===== src/rtl/hazard_tracker_pkg.sv =====
// Shared constants, forwarding encodings and the pipeline slot record for hazard_tracker.
package hazard_tracker_pkg;

  localparam int REG_W  = 5;
  localparam int TNEW_W = 3;

  typedef enum logic [1:0] {
    FWD_RF = 2'd0,
    FWD_M  = 2'd1,
    FWD_W  = 2'd2
  } fwd_sel_e;

  typedef struct packed {
    logic [REG_W-1:0]  dst;
    logic              regw;
    logic [TNEW_W-1:0] tnew;
  } slot_t;

  // M is checked first so the youngest ready producer wins; $0 never forwards.
  function automatic fwd_sel_e fwd_pick(input logic [REG_W-1:0] src,
                                        input slot_t m, input slot_t w);
    fwd_sel_e sel;
    sel = FWD_RF;
    if (src != '0) begin
      if (m.regw && m.dst == src && m.tnew == '0)
        sel = FWD_M;
      else if (w.regw && w.dst == src && w.tnew == '0)
        sel = FWD_W;
    end
    return sel;
  endfunction

endpackage


===== src/rtl/hazard_tracker_if.sv =====
// Decode-side request, E-stage sources and tracked per-stage state of hazard_tracker.
interface hazard_tracker_if;
  import hazard_tracker_pkg::*;

  logic [REG_W-1:0]  dst_D;
  logic              regw_D;
  logic [TNEW_W-1:0] tnew_D;
  logic              stall;
  logic [REG_W-1:0]  rsE;
  logic [REG_W-1:0]  rtE;

  logic [REG_W-1:0]  rt_rdE, rt_rdM, rt_rdW;
  logic              regwE, regwM, regwW;
  logic [TNEW_W-1:0] T_new_E, T_new_M, T_new_W;
  logic [1:0]        fwd_rs_sel, fwd_rt_sel;

  modport master (
    output dst_D, regw_D, tnew_D, stall, rsE, rtE,
    input  rt_rdE, rt_rdM, rt_rdW, regwE, regwM, regwW,
           T_new_E, T_new_M, T_new_W, fwd_rs_sel, fwd_rt_sel
  );

  modport slave (
    input  dst_D, regw_D, tnew_D, stall, rsE, rtE,
    output rt_rdE, rt_rdM, rt_rdW, regwE, regwM, regwW,
           T_new_E, T_new_M, T_new_W, fwd_rs_sel, fwd_rt_sel
  );
endinterface


===== src/rtl/hazard_slot.sv =====
// One pipeline slot {dst, regw, tnew} with async reset and optional saturating tnew decrement.
module hazard_slot
  import hazard_tracker_pkg::*;
#(
  parameter bit DEC = 1'b0
) (
  input  logic  clk,
  input  logic  reset,
  input  slot_t d,
  output slot_t q
);

  slot_t r;

  always_ff @(posedge clk or posedge reset) begin
    if (reset) begin
      r <= '0;
    end else begin
      r.dst  <= d.dst;
      r.regw <= d.regw;
      if (DEC && d.tnew != '0)
        r.tnew <= d.tnew - TNEW_W'(1);
      else
        r.tnew <= d.tnew;
    end
  end

  // Writes to $0 are stored as-is but never advertised as a pending write.
  assign q.dst  = r.dst;
  assign q.regw = r.regw & (r.dst != '0);
  assign q.tnew = r.tnew;

endmodule


===== src/rtl/hazard_tracker.sv =====
// Tracks destination/write/ready-time through E, M, W and selects E-stage operand forwarding.
module hazard_tracker
  import hazard_tracker_pkg::*;
(
  input  logic             clk,
  input  logic             reset,
  hazard_tracker_if.slave  bus
);

  slot_t e_in, e_q, m_q, w_q;

  // A stall injects a bubble into E; M and W always advance.
  always_comb begin
    e_in = '0;
    if (!bus.stall) begin
      e_in.dst  = bus.dst_D;
      e_in.regw = bus.regw_D;
      e_in.tnew = bus.tnew_D;
    end
  end

  hazard_slot #(.DEC(1'b0)) u_slot_e (.clk(clk), .reset(reset), .d(e_in), .q(e_q));
  hazard_slot #(.DEC(1'b1)) u_slot_m (.clk(clk), .reset(reset), .d(e_q),  .q(m_q));
  hazard_slot #(.DEC(1'b1)) u_slot_w (.clk(clk), .reset(reset), .d(m_q),  .q(w_q));

  assign bus.rt_rdE  = e_q.dst;
  assign bus.regwE   = e_q.regw;
  assign bus.T_new_E = e_q.tnew;
  assign bus.rt_rdM  = m_q.dst;
  assign bus.regwM   = m_q.regw;
  assign bus.T_new_M = m_q.tnew;
  assign bus.rt_rdW  = w_q.dst;
  assign bus.regwW   = w_q.regw;
  assign bus.T_new_W = w_q.tnew;

  always_comb begin
    bus.fwd_rs_sel = fwd_pick(bus.rsE, m_q, w_q);
    bus.fwd_rt_sel = fwd_pick(bus.rtE, m_q, w_q);
  end

endmodule


===== src/flat_wrapper.sv =====
// flat-port wrapper written by rule: the top's interface ports become plain ports
module hazard_tracker_flat import hazard_tracker_pkg::*;
  (clk, reset, bus_dst_D, bus_regw_D, bus_tnew_D, bus_stall, bus_rsE, bus_rtE, bus_rt_rdE, bus_rt_rdM, bus_rt_rdW, bus_regwE, bus_regwM, bus_regwW, bus_T_new_E, bus_T_new_M, bus_T_new_W, bus_fwd_rs_sel, bus_fwd_rt_sel);
  hazard_tracker_if bus_i ();
  input  logic clk;
  input  logic reset;
  input wire logic [$bits(bus_i.dst_D)-1:0] bus_dst_D;
  input wire logic [$bits(bus_i.regw_D)-1:0] bus_regw_D;
  input wire logic [$bits(bus_i.tnew_D)-1:0] bus_tnew_D;
  input wire logic [$bits(bus_i.stall)-1:0] bus_stall;
  input wire logic [$bits(bus_i.rsE)-1:0] bus_rsE;
  input wire logic [$bits(bus_i.rtE)-1:0] bus_rtE;
  output wire logic [$bits(bus_i.rt_rdE)-1:0] bus_rt_rdE;
  output wire logic [$bits(bus_i.rt_rdM)-1:0] bus_rt_rdM;
  output wire logic [$bits(bus_i.rt_rdW)-1:0] bus_rt_rdW;
  output wire logic [$bits(bus_i.regwE)-1:0] bus_regwE;
  output wire logic [$bits(bus_i.regwM)-1:0] bus_regwM;
  output wire logic [$bits(bus_i.regwW)-1:0] bus_regwW;
  output wire logic [$bits(bus_i.T_new_E)-1:0] bus_T_new_E;
  output wire logic [$bits(bus_i.T_new_M)-1:0] bus_T_new_M;
  output wire logic [$bits(bus_i.T_new_W)-1:0] bus_T_new_W;
  output wire logic [$bits(bus_i.fwd_rs_sel)-1:0] bus_fwd_rs_sel;
  output wire logic [$bits(bus_i.fwd_rt_sel)-1:0] bus_fwd_rt_sel;
  assign bus_i.dst_D = bus_dst_D;
  assign bus_i.regw_D = bus_regw_D;
  assign bus_i.tnew_D = bus_tnew_D;
  assign bus_i.stall = bus_stall;
  assign bus_i.rsE = bus_rsE;
  assign bus_i.rtE = bus_rtE;
  assign bus_rt_rdE = bus_i.rt_rdE;
  assign bus_rt_rdM = bus_i.rt_rdM;
  assign bus_rt_rdW = bus_i.rt_rdW;
  assign bus_regwE = bus_i.regwE;
  assign bus_regwM = bus_i.regwM;
  assign bus_regwW = bus_i.regwW;
  assign bus_T_new_E = bus_i.T_new_E;
  assign bus_T_new_M = bus_i.T_new_M;
  assign bus_T_new_W = bus_i.T_new_W;
  assign bus_fwd_rs_sel = bus_i.fwd_rs_sel;
  assign bus_fwd_rt_sel = bus_i.fwd_rt_sel;
  hazard_tracker u_core (.clk(clk), .reset(reset), .bus(bus_i));
endmodule

===== config.mk =====
export PLATFORM = sky130hd
export DESIGN_NAME = hazard_tracker_flat
export DESIGN_NICKNAME = d
export VERILOG_FILES = /design/src/rtl/hazard_tracker_pkg.sv /design/src/rtl/hazard_tracker_if.sv /design/src/rtl/hazard_slot.sv /design/src/rtl/hazard_tracker.sv /design/src/flat_wrapper.sv
export SDC_FILE = /design/constraint.sdc
export NUM_CORES = 1
export LEC_CHECK = 0
export CAP_MARGIN = 20
export CORE_ASPECT_RATIO = 1.4
export CORE_MARGIN = 4
export CORE_UTILIZATION = 39
export CTS_CLUSTER_SIZE = 40
export DETAILED_ROUTE_END_ITERATION = 10
export PLACE_DENSITY = 0.75
export SLEW_MARGIN = 20
export SYNTH_ARGS = -nofsm -noshare
export SYNTH_HDL_FRONTEND = slang
export SYNTH_HIERARCHICAL = 1
export SYNTH_SLANG_ARGS = --single-unit

===== constraint.sdc =====
create_clock -name clk -period 1.7 [get_ports clk]
set_input_delay 0.34 -clock clk [delete_from_list [all_inputs] [get_ports clk]]
set_output_delay 0.34 -clock clk [all_outputs]
set_load 0.01 [all_outputs]

==> impl_metrics.tcl, run 1 <==
set metrics [dict create \
    status "complete, but fails checks" \
    violations "negative setup slack" \
    cts_buffers 3 \
    synth_nets 156 \
    crit_fanout 2 \
    p_sw_mw 0.3834 \
    synth-simple-area-share 0.1287 \
    setup_viol 7 \
    chipWidth_um 58.98 \
    rsz0062_at_grt "true" \
    r2r_end "u_core/u_slot_m/r[3]" \
    timing.final.crit_period_ns 2.447 \
    wl_um 3366 \
    synth_fa_ha_area_frac 0.05291 \
    tightest_slew_ns 0.3905 \
    clkTransAtPathRegs_ns 0.08 \
    pin_count 53 \
    syn_inst 128 \
    fin_crit_sh 1.439 \
    intPower_mw 1.118 \
    rows 25 \
    finalWorstSetupSlack_ns -0.7467 \
    dieHeight_um 79.37 \
    synthMuxAreaShare 0.01411 \
    diodes 0 \
    clockBufferDepth 2 \
    synth-seq-cells 27 \
    crit_path_start_kind "flip-flop" \
    combPwrFrac 0.286 \
    clock_latency_ns 0.27 \
    fin_hold_ws_ns 0.3844 \
    nets 229 \
    ir_drop_uv 510.3 \
    antenna_found_initial 0 \
    postRouteAntennaNets 0 \
    synth_top_family_by_area "buffers and inverters" \
    dominantRegCellSynth "dfrtp_1" \
    initial_core_util 0.4124 \
    vias_per_cell 4.700 \
    crit_type "reg2out" \
    synth-seq-area-share 0.4762 \
    drc 0 \
    slew_headroom 0.7372 \
    hold_viol_final 0 \
    htreeDepth 1 \
    grt_pass1_vias 1250 \
    leakage_nw 1.106 \
    swShare 0.2553 \
    fin_skew_ns 0.0008876 \
    power.density_mw_per_mm2 677.6 \
    hpwl_um 2760 \
    yosys.cell_types.count 25 \
    grt_pass1_wl_um 5492 \
    rr_startpoint "u_core/u_slot_e/q[6]" \
    hold_buffers 0 \
    cts_tree "done" \
    grt_start_max_net_pins 15 \
    synth_warnings 6 \
    power_mw 1.502 \
    synth-compound-area-share 0.04850 \
    arrival_ns 2.11 \
    drive_gt1_frac 0.2950 \
    grtUsageMet3 0.03902 \
    use_met1 0.1443 \
    n_fill_cell 280 \
    synthArstFlopShare 1.000 \
    hp-class "in2async" \
    wl_per_cell_um 14.03 \
    cp.required_ns 1.36 \
    synth.avg_cell_area_um2 11.08 \
    core_mm2 0.003441 \
    areaGrowthSynthToFinish_pct 56.17 \
    die_area_mm2 0.004681 \
    synth_edf_count 0 \
    syn-cell-area_mm2 0.001419 \
    reg2reg_slack_ns 0.10 \
    portBuffers 52 \
    finalMaxSlewViolations 0 \
    max_freq_mhz 408.7 \
    grt-ovfl-total 0 \
    track_usage 0.1556 \
    r2r_cells 5 \
    busiest_layer "met2" \
    clock-sinks 27 \
    first_iter_violations 15 \
    drtPass1Iterations 3 \
    cap_violations 0 \
    dr_total_vias 1128 \
    seq_power_share 0.484 \
    clockPowerShare 0.230 \
    root_buffer "clkbuf_8" \
    synthXorXnorAreaFrac 0.1235 \
    grt_use_met2 0.2942 \
    worstSetupEndpointType "primary output" \
    gp_congestion 0.8818 \
]
==> cell families (layout without fill, tap and decap cells) <==
logic type               count (synthesis)  count (layout)
AND/OR/NAND/NOR                         30              30
AO/OA/AOI/OAI                            8               8
multiplexers                             2               2
buffers and inverters                   35             107
adder cells (fa/ha/maj)                  6               6
flip-flops                              27              27
XOR/XNOR                                20              20
==> how the worst max path moves through the flow <==
stage / end / start / slack, ns
CTS: bus_fwd_rt_sel[1] / u_core/u_slot_m/q[4] / -0.75
finish: bus_fwd_rt_sel[1] / u_core/u_slot_m/q[4] / -0.75
detailed placement: bus_fwd_rt_sel[1] / u_core/u_slot_m/q[4] / -0.87
global route: bus_fwd_rt_sel[1] / u_core/u_slot_m/q[7] / -0.83
global placement: bus_fwd_rt_sel[1] / u_core/u_slot_m/q[4] / -0.84
floorplan: bus_fwd_rt_sel[1] / u_core/u_slot_m/q[4] / -0.33
==> timing repair <==
action                                  CTS  global route
endpoints found under the setup margin    8            12
buffers inserted                          6             5
pin swaps                                 5             1
resized for setup                        37             6
==> state kept, by name (all words and copies together), names as in the netlist <==
signal             flops
u_core/u_slot_e/q      8
u_core/u_slot_e/r      1
u_core/u_slot_m/q      8
u_core/u_slot_m/r      1
u_core/u_slot_w/q      8
u_core/u_slot_w/r      1
==> area by class of cell <==
type                    count  area [µm²]  share of cell area
clock buffers               4       45.04             0.02033
inverters                  11       41.29             0.01863
multi-input cells          66       593.1              0.2676
flip-flops and latches     27       675.6              0.3049
well taps                  40       50.05             0.02259
repair buffers             92       810.8              0.3659
==> power groups by stage <==
stage / clock network, mW / registers, mW / logic [mW]
2_1_floorplan: 0 / 0.714 / 0.239
3_3_place_gp: 0 / 0.737 / 0.398
3_5_place_dp: 0 / 0.740 / 0.410
4_1_cts: 0.357 / 0.727 / 0.421
5_1_grt: 0.398 / 0.734 / 0.469
6_report: 0.345 / 0.727 / 0.429
==> critical path, cell delays in order (launching register included) <==
cell       delay [ns]
dfrtp_1          0.37
or4_1            0.52
o21a_1           0.20
nor4b_4          0.14
and2_4           0.15
a2111oi_4        0.28
buf_2            0.18
==> stage by stage <==
| step | setup slack, ns | std cells | cell area, µm² | util | TNS, ns |
|---|---|---|---|---|---|
| floorplan | -0.3328 | 128 | 1474 | - | -0.6374 |
| global placement | -0.8375 | 226 | 2090 | 0.6073 | -3.885 |
| detailed placement | -0.8662 | 226 | 2090 | 0.6073 | -3.927 |
| CTS | -0.7525 | 236 | 2167 | 0.6298 | -3.142 |
| global route | -0.8325 | 240 | 2216 | 0.6440 | -3.617 |
| finish | -0.7467 | 240 | 2216 | 0.6440 | -3.122 |
==> cells in the mapped netlist (2+ instances only) <==
library cell | number | share of area
nor4b_1 | 2 | 0.012
or4_1 | 4 | 0.021
and2_1 | 2 | 0.0088
nor2b_1 | 9 | 0.040
inv_1 | 11 | 0.029
ha_1 | 6 | 0.053
nand2_1 | 3 | 0.0079
o21a_1 | 3 | 0.016
mux2i_1 | 2 | 0.014
nor2_1 | 4 | 0.011
xor2_1 | 6 | 0.037
xnor2_1 | 14 | 0.086
buf_4 | 24 | 0.13
dfrtp_1 | 27 | 0.48
==> placed cells by master (no fill, tap or decap), types with 2 or more instances in the layout <==
cell	instances
xor2_1	6
xnor2_1	14
or4_1	3
nor4b_4	2
ha_1	6
buf_6	3
dlygate4sd2_1	3
buf_2	5
nor2_1	4
buf_4	39
dlymetal6s2s_1	5
nand2_1	2
nor2b_1	9
dfrtp_1	27
or4_4	2
clkbuf_8	3
inv_1	11
mux2i_1	2
clkdlybuf4s50_1	37
o21a_1	3
==> routing by layer <==
layer,share of wire,vias to the layer above
li1,-,539
met1,0.33,522
met2,0.53,57
met3,0.10,10
met4,0.041,0
met5,0,-
Note: power is estimated with default switching activity, not from simulation.
==> run 2: changes to the inputs <==
PLACE_DENSITY = 0.77   (was 0.75)
==> impl_metrics.tcl, run 2 (synthesized netlist as in run 1, its figures left out) <==
set metrics [dict create \
    status "complete, but fails checks" \
    violations "negative setup slack" \
    setup_viol 7 \
    diodes 0 \
    first_iter_violations 44 \
    drc 0 \
    r2r_cells 4 \
    clock_latency_ns 0.26 \
    tightest_slew_ns 0.4275 \
    arrival_ns 2.09 \
    die_area_mm2 0.004681 \
    seq_power_share 0.486 \
    grt_start_max_net_pins 16 \
    dr_total_vias 1104 \
    leakage_nw 1.102 \
    antenna_found_initial 0 \
    crit_path_start_kind "flip-flop" \
    clkTransAtPathRegs_ns 0.08 \
    max_freq_mhz 411.7 \
    stdcell_count 238 \
    layout_common_cells "buf_4, clkdlybuf4s50_1, dfrtp_1" \
    pin_count 53 \
    swShare 0.2554 \
    fin_crit_sh 1.429 \
    clockBufferDepth 2 \
    crit_type "reg2out" \
    hold_viol_final 0 \
    postRouteAntennaNets 0 \
    cts_buffers 3 \
    cap_violations 0 \
    drtPass1Iterations 4 \
    grt_pass1_wl_um 5409 \
    stdcell_area_mm2 0.002210 \
    hp-class "in2async" \
    vias_per_cell 4.639 \
    wl_per_cell_um 14.01 \
    areaGrowthSynthToFinish_pct 55.73 \
    chipWidth_um 58.98 \
    drive_gt1_frac 0.2929 \
    cts_tree "done" \
    n_fill_cell 287 \
    hpwl_um 2823 \
    track_usage 0.1513 \
    gp_congestion 0.8479 \
    fin_skew_ns 0.003736 \
    combPwrFrac 0.286 \
    dpl-instance-area_mm2 0.002090 \
    p_sw_mw 0.3819 \
    final_common_cell "buf_4" \
    root_buffer "clkbuf_8" \
    portBuffers 52 \
    intPower_mw 1.113 \
    hold_buffers 0 \
    worstSetupEndpointType "primary output" \
    core_mm2 0.003441 \
    grt_pass1_vias 1261 \
    timing.final.crit_period_ns 2.429 \
    dp_cells 226 \
    clock-sinks 27 \
    wl_um 3334 \
    fin_hold_ws_ns 0.3835 \
    finalSetupTns_ns -3.144 \
    final_core_util 0.6422 \
    nets 227 \
    initial_core_util 0.4124 \
    htreeDepth 1 \
    ir_drop_uv 545.7 \
    crit_fanout 2 \
    dieHeight_um 79.37 \
    grt-ovfl-total 0 \
    slew_headroom 0.7124 \
    finalWorstSetupSlack_ns -0.7287 \
    cp.required_ns 1.36 \
    clockPowerShare 0.228 \
    finalMaxSlewViolations 0 \
    rsz0062_at_grt "true" \
    power.density_mw_per_mm2 676.7 \
    rows 25 \
]
run 2: through the flow:
step           setup WS [ns]  power (mW)
3_5_place_dp         -0.8647       1.152
5_1_grt              -0.8339       1.580
4_1_cts              -0.7506       1.507
2_1_floorplan        -0.3328      0.9525
3_3_place_gp         -0.8331       1.134
6_report             -0.7287       1.495
run 2: final cells by class:
| cell class | count | area (µm²) | area share |
|---|---|---|---|
| inverter | 11 | 41.29 | 0.01869 |
| sequential | 27 | 675.6 | 0.3058 |
| multi-input combinational | 66 | 589.3 | 0.2667 |
| clock buffer | 3 | 41.29 | 0.01869 |
| tap | 40 | 50.05 | 0.02265 |
| timing repair buffer | 90 | 807.0 | 0.3652 |
| clock inverter | 1 | 5.005 | 0.002265 |
run 2: worst paths after layout:
path	from	slack (ns)	to
setup / recovery	u_core/u_slot_m/q[4]	-0.73	bus_fwd_rt_sel[1]
setup reg to reg	u_core/u_slot_m/q[4]	0.27	u_core/u_slot_w/r[3]
min in group clk	u_core/u_slot_e/q[5]	0.41	u_core/u_slot_m/q[5]
max in group asynchronous	reset	1.06	u_core/u_slot_w/q[7]
hold reg to reg	u_core/u_slot_e/q[5]	0.41	u_core/u_slot_m/q[5]
hold / removal	reset	0.38	u_core/u_slot_m/q[1]
run 2: power by group through the flow:
stage	Sequential (mW)	Combinational (mW)	Clock (mW)
3_5_place_dp	0.741	0.411	0
2_1_floorplan	0.714	0.239	0
6_report	0.727	0.427	0.342
5_1_grt	0.733	0.462	0.385
4_1_cts	0.728	0.422	0.357
3_3_place_gp	0.737	0.397	0
run 2: what timing repair did:
action	4_1_cts	5_1_grt
pin swaps	4	0
gates resized for setup	38	8
setup endpoints to repair	8	12
setup buffers	5	4
run 2: routing by layer:
| metal | GRT usage | share of wire | vias to the layer above |
|---|---|---|---|
| li1 | - | - | 532 |
| met1 | 0.1361 | 0.34 | 511 |
| met2 | 0.3042 | 0.55 | 57 |
| met3 | 0.04390 | 0.10 | 4 |
| met4 | 0.04762 | 0.012 | 0 |
| met5 | 0 | 0 | - |
run 2: critical path, cell delays in order, from the launching register on:
cell and delay [ns]:
dfrtp_1 0.38, or4_1 0.52, o21a_1 0.20, nor4b_4 0.14, and2_4 0.15, a2111oi_4 0.27, buf_2 0.18
==> run 3: changes to the inputs <==
SKIP_CTS_REPAIR_TIMING = 1   (was unset)
==> impl_metrics.tcl, run 3 (synthesized netlist as in run 1, its figures left out) <==
set metrics [dict create \
    status "complete, but fails checks" \
    violations "negative setup slack" \
    dieHeight_um 79.37 \
    dr_total_vias 1118 \
    cp.required_ns 1.36 \
    grtUsageMet3 0.04715 \
    stdcell_area_mm2 0.002227 \
    combPwrFrac 0.290 \
    htreeDepth 1 \
    hpwl_um 2823 \
    nets 227 \
    cts_buffers 3 \
    p_sw_mw 0.3880 \
    areaGrowthSynthToFinish_pct 56.97 \
    clockBufferDepth 2 \
    crit_path_start_kind "flip-flop" \
    fin_skew_ns 0.004109 \
    die_area_mm2 0.004681 \
    portBuffers 52 \
    layout_common_cells "clkdlybuf4s50_1, buf_4, dfrtp_1" \
    dpl-instance-area_mm2 0.002090 \
    wl_per_cell_um 14.56 \
    pin_count 53 \
    worstSetupEndpointType "primary output" \
    slew_headroom 0.7773 \
    busiest_layer "met2" \
    clockPowerShare 0.227 \
    crit_fanout 2 \
    grt_pass1_wl_um 5285 \
    power.density_mw_per_mm2 676.3 \
    leakage_nw 1.135 \
    use_met1 0.1299 \
    gp_congestion 0.8479 \
    clock-sinks 27 \
    swShare 0.2576 \
    fin_crit_sh 1.434 \
    setup_viol 7 \
    final_common_cell "clkdlybuf4s50_1" \
    rows 25 \
    crit_type "reg2out" \
    cts_tree "done" \
    finalMaxSlewViolations 0 \
    chipWidth_um 58.98 \
    ir_drop_uv 548.5 \
    postRouteAntennaNets 0 \
    fin_hold_ws_ns 0.3837 \
    n_fill_cell 283 \
    initial_core_util 0.4124 \
    diodes 0 \
    clkTransAtPathRegs_ns 0.09 \
    grt_pass1_vias 1247 \
    hp-class "in2async" \
    multi_input_area_um2 603.1 \
    regArea_um2 675.6 \
    clock_latency_ns 0.26 \
    drtPass1Iterations 4 \
    drive_gt1_frac 0.3030 \
    antenna_found_initial 0 \
    grt_use_met2 0.2965 \
    vias_per_cell 4.697 \
    wl_um 3465 \
    hold_viol_final 0 \
    first_iter_violations 51 \
    seq_power_share 0.483 \
    rsz0062_at_grt "true" \
    core_mm2 0.003441 \
    timing.final.crit_period_ns 2.437 \
    root_buffer "clkbuf_8" \
    cap_violations 0 \
    intPower_mw 1.118 \
    drc 0 \
    track_usage 0.1483 \
    finalWorstSetupSlack_ns -0.7370 \
    arrival_ns 2.10 \
    grt_start_max_net_pins 16 \
    tightest_slew_ns 0.3337 \
    grt-ovfl-total 0 \
    max_freq_mhz 410.3 \
]
-- run 3: cell types whose count changed in the layout (fill, tap and decap cells not counted) --
cell,previous run,this run
nor4_1,1,0
dlygate4sd2_1,4,0
nor4_2,0,1
clkbuf_2,0,2
nand2_4,0,1
buf_6,5,4
dlymetal6s2s_1,5,8
clkdlybuf4s50_1,36,37
nand2_1,3,2
buf_4,37,36
-- run 3: power by group through the flow --
stage	Sequential [mW]	Clock (mW)	Combinational, mW
floorplan	0.714	0	0.239
global placement	0.737	0	0.397
global route	0.733	0.385	0.473
detailed placement	0.741	0	0.411
finish	0.727	0.342	0.437
CTS	0.727	0.357	0.414
-- run 3: path summary, 6_finish.rpt --
path / start / endpoint / slack, ns / depth (start not counted)
max in group asynchronous: reset / u_core/u_slot_w/q[7] / 1.06 / 2
min in group clk: u_core/u_slot_e/q[5] / u_core/u_slot_m/q[5] / 0.41 / 0
setup reg to reg: u_core/u_slot_m/q[4] / u_core/u_slot_w/r[3] / 0.27 / 4
hold reg to reg: u_core/u_slot_e/q[5] / u_core/u_slot_m/q[5] / 0.41 / 0
setup / recovery: u_core/u_slot_m/q[4] / bus_fwd_rt_sel[1] / -0.74 / 6
hold / removal: reset / u_core/u_slot_m/q[1] / 0.38 / 2
-- run 3: layer usage --
metal | part of all wire | vias to the layer above | wire length, µm
met3 | 0.10 | 6 | 354
met1 | 0.33 | 518 | 1139
li1 | - | 535 | -
met5 | 0 | - | 0
met4 | 0.024 | 0 | 83
met2 | 0.54 | 59 | 1887
-- run 3: cell type report --
class / count / share of cell area
Clock buffer: 3 / 0.01854
Clock inverter: 1 / 0.002247
Inverter: 11 / 0.01854
Multi-Input combinational cell: 66 / 0.2708
Sequential cell: 27 / 0.3034
Tap cell: 40 / 0.02247
Timing Repair Buffer: 90 / 0.3640
-- run 3: metrics by stage --
stage          setup TNS, ns  worst slack (ns)    util  std cells  total power, mW
2_1_floorplan        -0.6374           -0.3328       -        128           0.9525
3_3_place_gp          -3.857           -0.8331  0.6073        226            1.134
3_5_place_dp          -4.021           -0.8647  0.6073        226            1.152
4_1_cts               -5.778            -1.166  0.6207        230            1.499
5_1_grt               -3.811           -0.8366  0.6473        238            1.591
6_report              -3.328           -0.7370  0.6473        238            1.506
-- run 3: worst max-delay path, stage by stage, from the launching register on --
cell	delay, ns
dfrtp_1	0.38
or4_1	0.52
o21a_1	0.20
nor4b_4	0.14
and2_4	0.15
a2111oi_4	0.27
buf_2	0.18
